==> config.mk <==
export PLATFORM = sky130hd
export DESIGN_NAME = add_pipe
export DESIGN_NICKNAME = d
export VERILOG_FILES = /design/src/rtl/add_pipe_pkg.sv /design/src/rtl/add_pipe_cla_group.sv /design/src/rtl/add_pipe.sv
export SDC_FILE = /design/constraint.sdc
export NUM_CORES = 1
export LEC_CHECK = 0
export ABC_AREA = 1
export CAP_MARGIN = 20
export CELL_PAD_IN_SITES_DETAIL_PLACEMENT = 0
export CELL_PAD_IN_SITES_GLOBAL_PLACEMENT = 2
export CORE_UTILIZATION = 37
export DETAILED_ROUTE_END_ITERATION = 7
export GPL_TIMING_DRIVEN = 0
export PLACE_DENSITY_LB_ADDON = 0.1
export SETUP_SLACK_MARGIN = 0.02
export SLEW_MARGIN = 20
export SYNTH_ARGS = -nofsm -noshare
export SYNTH_HDL_FRONTEND = slang
export SYNTH_HIERARCHICAL = 1
export SYNTH_SLANG_ARGS = --single-unit
==> constraint.sdc <==
create_clock -name clk -period 3.6 [get_ports clk]
set_input_delay 0.72 -clock clk [delete_from_list [all_inputs] [get_ports clk]]
set_output_delay 0.72 -clock clk [all_outputs]
set_load 0.02 [all_outputs]
==> src/rtl/add_pipe_pkg.sv <==
// Shared ALU definitions for the pipelined adder/subtractor: default geometry,
// ALU op decode and the elaboration-time geometry check.
package add_pipe_pkg;

    localparam int unsigned DEF_WIDTH = 32;
    localparam int unsigned DEF_GROUP = 8;

    // ALU decode maps onto the adder's sub input.
    typedef enum logic {
        OP_ADD = 1'b0,
        OP_SUB = 1'b1
    } op_mode_e;

    // True when WIDTH splits into a whole number of non-empty lookahead groups.
    function automatic bit geometry_ok(input int unsigned width, input int unsigned group);
        return (group != 0) && (width >= group) && ((width % group) == 0);
    endfunction

    function automatic logic op_to_sub(input op_mode_e op);
        return (op == OP_SUB);
    endfunction

endpackage

==> src/rtl/add_pipe_cla_group.sv <==
// Combinational GROUP-bit carry-lookahead adder slice. Every carry is formed
// directly from the generate/propagate terms and the group carry-in.
module cla_group #(
    parameter int unsigned GROUP = 8
) (
    input  logic [GROUP-1:0] a,
    input  logic [GROUP-1:0] b,
    input  logic             ci,
    output logic [GROUP-1:0] s,
    output logic             co,
    output logic             c_msb
);

    logic [GROUP-1:0] g;
    logic [GROUP-1:0] p;
    logic [GROUP:0]   gen_in;
    logic [GROUP:0]   c;

    assign g      = a & b;
    assign p      = a ^ b;
    // Carry-in sits below the generate terms so it is treated as a "g[-1]".
    assign gen_in = {g, ci};

    // Full lookahead: c[i] = OR over j<=i of gen_in[j] & p[j..i-1].
    always_comb begin
        logic term;
        term = 1'b0;
        c    = '0;
        for (int unsigned i = 0; i <= GROUP; i++) begin
            for (int unsigned j = 0; j <= i; j++) begin
                term = gen_in[j];
                for (int unsigned k = j; k < i; k++) begin
                    term = term & p[k];
                end
                c[i] = c[i] | term;
            end
        end
    end

    assign s     = p ^ c[GROUP-1:0];
    assign co    = c[GROUP];
    assign c_msb = c[GROUP-1];

endmodule

==> src/rtl/add_pipe.sv <==
// Pipelined carry-lookahead adder/subtractor. One GROUP-bit lookahead slice is
// resolved per stage; upper operand groups are skewed forward unchanged and the
// group carry is passed stage to stage. Whole-pipeline valid/ready backpressure.
module add_pipe
    import add_pipe_pkg::*;
#(
    parameter int unsigned WIDTH = DEF_WIDTH,
    parameter int unsigned GROUP = DEF_GROUP
) (
    input  logic             clk,
    input  logic             rst,
    input  logic             in_valid,
    output logic             in_ready,
    input  logic [WIDTH-1:0] a,
    input  logic [WIDTH-1:0] b,
    input  logic             sub,
    input  logic             cin,
    output logic             out_valid,
    input  logic             out_ready,
    output logic [WIDTH-1:0] s,
    output logic             cout,
    output logic             ovf,
    output logic             zero
);

    localparam int unsigned N = WIDTH / GROUP;

    if (!geometry_ok(WIDTH, GROUP)) begin : g_geometry_check
        $error("add_pipe: WIDTH (%0d) must be a non-zero multiple of GROUP (%0d)", WIDTH, GROUP);
    end

    logic             en;
    logic [WIDTH-1:0] b_eff;
    logic             c0;
    logic [N-1:0]     vld_q;
    logic [N-1:0]     vld_d;

    // The pipeline moves as one; a held output freezes every stage, bubbles included.
    always_comb begin
        en = !out_valid || out_ready;
    end

    assign in_ready  = en;
    assign out_valid = vld_q[N-1];

    // Operand conditioning at acceptance: subtraction is A + ~B + 1.
    always_comb begin
        b_eff = sub ? ~b : b;
        c0    = sub ? 1'b1 : cin;
    end

    // Valid bits shift with the data; an idle input cycle enters as a bubble.
    always_comb begin
        vld_d    = vld_q;
        vld_d[0] = in_valid;
        for (int unsigned i = 1; i < N; i++) begin
            vld_d[i] = vld_q[i-1];
        end
    end

    // Valid register: only state that must be reset to discard in-flight work.
    always_ff @(posedge clk) begin
        if (rst) begin
            vld_q <= '0;
        end else if (en) begin
            vld_q <= vld_d;
        end
    end

    for (genvar k = 0; k < N; k++) begin : g_stage
        localparam int unsigned LO = k * GROUP;
        localparam int unsigned HI = LO + GROUP;

        logic [WIDTH-LO-1:0] a_in;
        logic [WIDTH-LO-1:0] b_in;
        logic                ci_in;
        logic [HI-1:0]       sum_d;
        logic [GROUP-1:0]    grp_s;
        logic                grp_co;
        logic                grp_cmsb;

        // Stage inputs: operands/carry straight from the ports for stage 0,
        // otherwise the skewed groups and carry registered by the previous stage.
        if (k == 0) begin : g_src
            assign a_in  = a;
            assign b_in  = b_eff;
            assign ci_in = c0;
            assign sum_d = grp_s;
        end else begin : g_src
            assign a_in  = g_stage[k-1].g_mid.a_q;
            assign b_in  = g_stage[k-1].g_mid.b_q;
            assign ci_in = g_stage[k-1].g_mid.co_q;
            assign sum_d = {grp_s, g_stage[k-1].g_mid.sum_q};
        end

        cla_group #(
            .GROUP (GROUP)
        ) u_cla (
            .a     (a_in[GROUP-1:0]),
            .b     (b_in[GROUP-1:0]),
            .ci    (ci_in),
            .s     (grp_s),
            .co    (grp_co),
            .c_msb (grp_cmsb)
        );

        if (k < N-1) begin : g_mid
            logic [HI-1:0]       sum_q;
            logic [WIDTH-HI-1:0] a_q;
            logic [WIDTH-HI-1:0] b_q;
            logic                co_q;
            // Carry into a group's top bit only matters for the MSB group.
            logic                unused_cmsb;
            assign unused_cmsb = grp_cmsb;

            // Intermediate stage register: resolved low sum plus skewed operands.
            always_ff @(posedge clk) begin
                if (en) begin
                    sum_q <= sum_d;
                    a_q   <= a_in[WIDTH-LO-1:GROUP];
                    b_q   <= b_in[WIDTH-LO-1:GROUP];
                    co_q  <= grp_co;
                end
            end
        end else begin : g_last
            logic [WIDTH-1:0] s_q;
            logic             cout_q;
            logic             ovf_q;
            logic             zero_q;

            // Output register: final sum and flags, reset to all-zero.
            always_ff @(posedge clk) begin
                if (rst) begin
                    s_q    <= '0;
                    cout_q <= 1'b0;
                    ovf_q  <= 1'b0;
                    zero_q <= 1'b0;
                end else if (en) begin
                    s_q    <= sum_d;
                    cout_q <= grp_co;
                    ovf_q  <= grp_cmsb ^ grp_co;
                    zero_q <= ~|sum_d;
                end
            end

            assign s    = s_q;
            assign cout = cout_q;
            assign ovf  = ovf_q;
            assign zero = zero_q;
        end
    end

endmodule

# Yosys cells after proc, flatten, opt, wreduce, memory -nomap -nowiden
# Index checks and enable logic that the tools add are counted.
[op_classes]
mux = 2
bitwise_logic = 302
n_reduce_logical = 4
[ops]
columns = ["operator", "n"]
rows = [
  ["bitwise AND 1 bit", 144],
  ["OR 1 bit", 144],
  ["XOR 8 bit", 8],
  ["bitwise AND 8 bit", 4],
  ["2-to-1 mux 32 bit", 1],
  ["NOT 32 bit", 1],
  ["OR reduction 32 bit", 1],
  ["zero test 1 bit", 2],
  ["logical OR 1 bit", 1],
  ["2-to-1 mux 1 bit", 1],
  ["XOR 1 bit", 1],
]
[totals]
register_bits = 186
out_inout_bits = 37
elab_cells = 325

# Longest topological paths before layout
# Gate-level depths: netlist (run 1).
[depth]
word_depth = 19
mapped_depth = 17

# Cells and area by module
# Netlist (run 1), hierarchy kept.
[by_module_without_submodules]
columns = ["module", "instances", "cells_per_inst", "area_per_inst_um2"]
rows = [
  ["add_pipe", 1, 377, 6216.0],
  ["cla_group", 4, 55, 359.1],
]

# Worst setup path after synthesis (run 1)
# OpenSTA, ideal clock, no wires.
[synth_path]
path_type = "input to output"
from = "in out_ready"
to = "out in_ready"
arrival_ns = 2.726
required_time_ns = 2.880
setup_slack_ns = 0.154
cell_stages = 3
cell_sequence = "inv_2 nand2_4 buf_2"
[synth_between]
elab_chain_cells = 1
[synth_lines]
columns = ["element", "line", "rtl"]
rows = [
  ["from (decl)", "add_pipe.sv:19", "input logic out_ready,"],
  ["logical OR 1 bit", "add_pipe.sv:40", "en = !out_valid || out_ready;"],
  ["to (decl)", "add_pipe.sv:13", "output logic in_ready,"],
]
# Every way passes these cells.

# Final worst setup path (run 1)
# Same ends and word-level chain as after synthesis.

==> impl_metrics.json, run 1 <==
{
  "wl_met3_um": 645,
  "internal_power_mw": 4.31,
  "clockBufferDepth": 2,
  "antenna_found_initial": 0,
  "pre_cts_ws_ps": -141,
  "hold_class": "flip-flop to flip-flop",
  "layout_commonest_cell": "edfxtp_1",
  "worst_pin_slew_ps": 403,
  "core_um2": 20200,
  "post_dp_cell_area_um2": 9070,
  "clk_pin_slew_ps": 60,
  "drive_gt1_share_pct": 10.7,
  "skew_ps": 7.02,
  "antennaDiodeCount": 0,
  "std_cell_rows": 52,
  "drc": 0,
  "p_sw_share_pct": 24.9,
  "die_area_um2": 21200,
  "place_hpwl_um": 9010,
  "crit_fanout": 75,
  "start_util_pct": 37.8,
  "grt_pass1_vias": 4414,
  "syn_area_per_cell_um2": 12.9,
  "syn_nets": 704,
  "gr-total-overflow": 0,
  "status": "finished, final reports clean",
  "cap_violations": 0,
  "synth_cells": 594,
  "syn_to_final_growth_pct": 26.7,
  "switching_power_mw": 1.43,
  "period_needed_ps": 3420,
  "grt_max_degree": 76,
  "hold_viol_final": 0,
  "cts_tree": "built",
  "fin_hold_ws_ps": 419,
  "critPathLaunchType": "primary input",
  "tns_ps": 0,
  "cts_root_buf": "clkbuf_16",
  "viasPerCell": 4.38,
  "ant_nets": 0,
  "pwr-share-seq_pct": 50.7,
  "fin_ws_ps": 177,
  "crit_path_end_kind": "output port",
  "cts_setup_buffers": 0,
  "fp.dieW_um": 146,
  "rsz0062_at_grt": "false",
  "setup_violations": 0,
  "grt.total_usage_pct": 13.4,
  "wl_met2_um": 6680,
  "cts-hold-fix-buffers": 0,
  "comb_power_share_pct": 17.3,
  "drt-total-wl_um": 13000,
  "io_buffers": 105,
  "wl_met1_um": 5560,
  "slew_viol_final": 0,
  "clk_latency_ps": 420,
  "final_nets": 830,
  "drtIter0Drc": 221,
  "final_util_pct": 47.9,
  "worstSetupPathType": "primary input to output port",
  "die_y_um": 146,
  "cts_buffers": 17,
  "grt_first_pass_wirelength_um": 21800,
  "power.density_nw_per_um2": 593,
  "max_slew_margin_pct": 73.2,
  "timing.final.crit_share_pct": 95.1,
  "clockPowerShare_pct": 31.9,
  "ir_drop_mv": 0.307,
  "final_area_um2": 9680,
  "required_ps": 2880,
  "mostFrequentLayoutCells": "147 x edfxtp_1, 105 x clkdlybuf4s50_1, 85 x nor2_1",
  "cts_max_level": 4,
  "num_io_pins": 107,
  "num_vias": 4389,
  "p_leak_nw": 3.98,
  "clock.fmax_mhz": 292,
  "route.top_layer_used": "met4",
  "wl_per_cell_um": 13.0,
  "first_pass_iters": 4,
  "cts_num_sinks": 186,
  "ys_warn_count": 6,
  "syn-cell-area_um2": 7640,
  "cp_data_arrival_time_ps": 2700,
  "gp_congestion": 0.722
}
power groups by stage:
stage / logic, mW / registers (mW) / clock network (mW)
6_report: 0.995 / 2.91 / 1.83
5_1_grt: 1.12 / 2.96 / 1.97
4_1_cts: 1.02 / 2.92 / 1.89
3_5_place_dp: 1.01 / 2.96 / 0
3_3_place_gp: 0.997 / 2.96 / 0
2_1_floorplan: 0.532 / 3.01 / 0
through the flow:
stage | power, mW | std cells
after floorplan | 3.55 | 594
after global placement | 3.95 | 969
after detailed placement | 3.97 | 970
after CTS | 5.83 | 1001
after global routing | 6.05 | 1001
final | 5.74 | 1001
final timing paths:
kind / from / to / slack (ps) / cells after the start
max: out_ready / in_ready / 180 / 6
min: g_stage[1].g_mid.b_q[15] / g_stage[2].g_mid.b_q[7] / 420 / 0
max reg2reg: g_stage[2].g_mid.a_q[0] / zero / 1440 / 15
min reg2reg: g_stage[1].g_mid.b_q[15] / g_stage[2].g_mid.b_q[7] / 420 / 0
sequential cells by signal, indices dropped and copies added (netlist names):
signal and flops:
g_stage.g_mid.a_q 48, g_stage.g_mid.b_q 48, g_stage.g_mid.sum_q 48, s 32, vld_q 4, g_stage.g_mid.co_q 3
cout 1, ovf 1, zero 1
area by class of cell:
| class | count | area, µm² |
|---|---|---|
| multi-input combinational | 334 | 2110 |
| timing repair buffer | 107 | 1110 |
| inverter | 60 | 228 |
| sequential | 186 | 5190 |
| buffer | 14 | 125 |
| fill | 1816 | 10600 |
| clock inverter | 13 | 153 |
| clock buffer | 17 | 425 |
| tap | 270 | 338 |
worst max-delay path, stage by stage:
cell and delay [ps]:
clkdlybuf4s50_1 470, inv_2 50, nand2_4 130, buf_12 360, buf_16 280, clkdlybuf4s50_1 650
what timing repair did:
item / CTS / global route
gates resized for setup: 1 / 0
endpoints found under the setup margin: 1 / 0
endpoints found under the hold margin: 0 / 0
metal layers:
metal / track usage [%] / vias up
li1: - / 2236
met1: 15.5 / 2062
met2: 23.5 / 82
met3: 4.17 / 9
met4: 4.26 / 0
met5: 0 / -
No activity file was read; power rests on OpenSTA's default activity.
==> run 2: changes to the inputs <==
SKIP_LAST_GASP = 1   (was default)
SLEW_MARGIN = 30   (was 20)
==> results of run 2 <==
No change in the layout: final DEF, timing and power equal those of run 1.
==> run 3: changes to the inputs <==
CTS_CLUSTER_DIAMETER = 40   (was default)
PLACE_DENSITY = 0.9   (was default)
PLACE_DENSITY_LB_ADDON = default   (was 0.1)
==> run 3 against run 2 <==
First-iteration DRC count rose by 0.90%. Flip-flop and latch count stayed put. Combinational power about the same. Via count about the same. Non-clock buffer count unchanged. Critical path type unchanged. Cell count rose by 0.20%.
==> impl_metrics.json, run 3 (synthesis gave the netlist of run 1 again) <==
{
  "critPathLaunchType": "primary input",
  "cts_tree": "built",
  "gp_congestion": 0.748,
  "die_area_um2": 21200,
  "crit_path_end_kind": "output port",
  "std_cell_rows": 52,
  "cts-hold-fix-buffers": 0,
  "whs_path_depth": 0,
  "startpoint": "out_ready",
  "num_io_pins": 107,
  "cp_data_arrival_time_ps": 2730,
  "clockBufferDepth": 2,
  "drive_gt1_share_pct": 11.3,
  "mostFrequentLayoutCells": "147 x edfxtp_1, 105 x clkdlybuf4s50_1, 85 x nor2_1",
  "grt.total_usage_pct": 12.5,
  "reg_top3": "g_stage.g_mid.a_q: 48 flops, g_stage.g_mid.b_q: 48 flops, g_stage.g_mid.sum_q: 48 flops",
  "crit_fanout": 57,
  "cap_violations": 0,
  "drt-total-wl_um": 12800,
  "antennaDiodeCount": 0,
  "met2_usage_pct": 21.9,
  "first_pass_iters": 4,
  "die_y_um": 146,
  "worstSetupPathType": "primary input to output port",
  "syn_to_final_growth_pct": 27.2,
  "worstReg2RegStart": "g_stage[2].g_mid.a_q[0]",
  "start_util_pct": 37.8,
  "cts_setup_buffers": 0,
  "clk_latency_ps": 420,
  "setup_violations": 0,
  "hold_viol_final": 0,
  "final_area_um2": 9720,
  "grt_max_degree": 61,
  "power.density_nw_per_um2": 602,
  "drc": 0,
  "clk_pin_slew_ps": 70,
  "required_ps": 2880,
  "drtIter0Drc": 223,
  "grt_pass1_vias": 4299,
  "worst_pin_slew_ps": 329,
  "hold_class": "flip-flop to flip-flop",
  "ir_drop_mv": 0.348,
  "clock.fmax_mhz": 290,
  "cts_buffers": 17,
  "rsz0062_at_grt": "false",
  "post_dp_cell_area_um2": 9090,
  "period_needed_ps": 3450,
  "grt_first_pass_wirelength_um": 20400,
  "cts_max_level": 4,
  "core_um2": 20200,
  "reg2reg_depth": 15,
  "fp.dieW_um": 146,
  "io_buffers": 105,
  "place_hpwl_um": 9130,
  "min-delay-start": "g_stage[0].g_mid.b_q[20]",
  "met3_usage_pct": 3.20,
  "status": "finished, final reports clean",
  "final_nets": 830,
  "fin_hold_ws_ps": 416,
  "layout_commonest_cell": "edfxtp_1",
  "gr-total-overflow": 0,
  "skew_ps": 7.57,
  "antenna_found_initial": 0,
  "viasPerCell": 4.38,
  "num_vias": 4392,
  "met1_usage_pct": 14.7,
  "timing.final.crit_share_pct": 95.8,
  "grt_busiest_layer": "met2",
  "slew_viol_final": 0,
  "p_leak_nw": 3.99,
  "wl_per_cell_um": 12.7,
  "cts_num_sinks": 186,
  "cts.repair.resized": 0,
  "ant_nets": 0,
  "cts_root_buf": "clkbuf_16",
  "num-fill-cells": 1795,
  "p_total_mw": 5.85,
  "max_slew_margin_pct": 78.0
}
-- run 3: where the power goes --
part | switching (mW) | internal [mW] | total, mW
Clock | 0.829 | 1.12 | 1.95
Combinational | 0.528 | 0.465 | 0.993
Sequential | 0.151 | 2.76 | 2.91
-- run 3: path summary, 6_finish.rpt --
path | endpoint | slack (ps)
worst min-delay path | g_stage[1].g_mid.b_q[12] | 420
worst max-delay path | in_ready | 150
worst max register to register | zero | 1430
worst min register to register | g_stage[1].g_mid.b_q[12] | 420
-- run 3: worst max-delay path: stages --
cell and delay, ps:
clkdlybuf4s50_1 480, inv_2 50, nand2_4 130, buf_8 320, buf_16 300, clkdlybuf4s50_1 670
-- run 3: area by class of cell --
cell class / instances / area, µm² / share of cell area [%]
clock inverters: 15 / 199 / 2.05
flip-flops and latches: 186 / 5190 / 53.5
clock buffers: 17 / 425 / 4.38
multi-input cells: 334 / 2110 / 21.7
inverters: 60 / 228 / 2.34
well taps: 270 / 338 / 3.48
repair buffers: 107 / 1110 / 11.4
plain buffers: 14 / 120 / 1.24
-- run 3: stage by stage --
stage	utilization (%)	worst slack [ps]	setup TNS, ps	cells
2_1_floorplan	-	154	0	594
3_3_place_gp	44.6	-1940	-109910	969
3_5_place_dp	44.9	145	0	971
4_1_cts	48.0	142	0	1003
5_1_grt	48.0	54.0	0	1003
6_report	48.0	150	0	1003
-- run 3: layer usage --
layer  share of wire, %  vias up
met2                 51       77
met5                  0        -
met3                3.6        9
li1                   -     2248
met1                 44     2058
met4                1.0        0
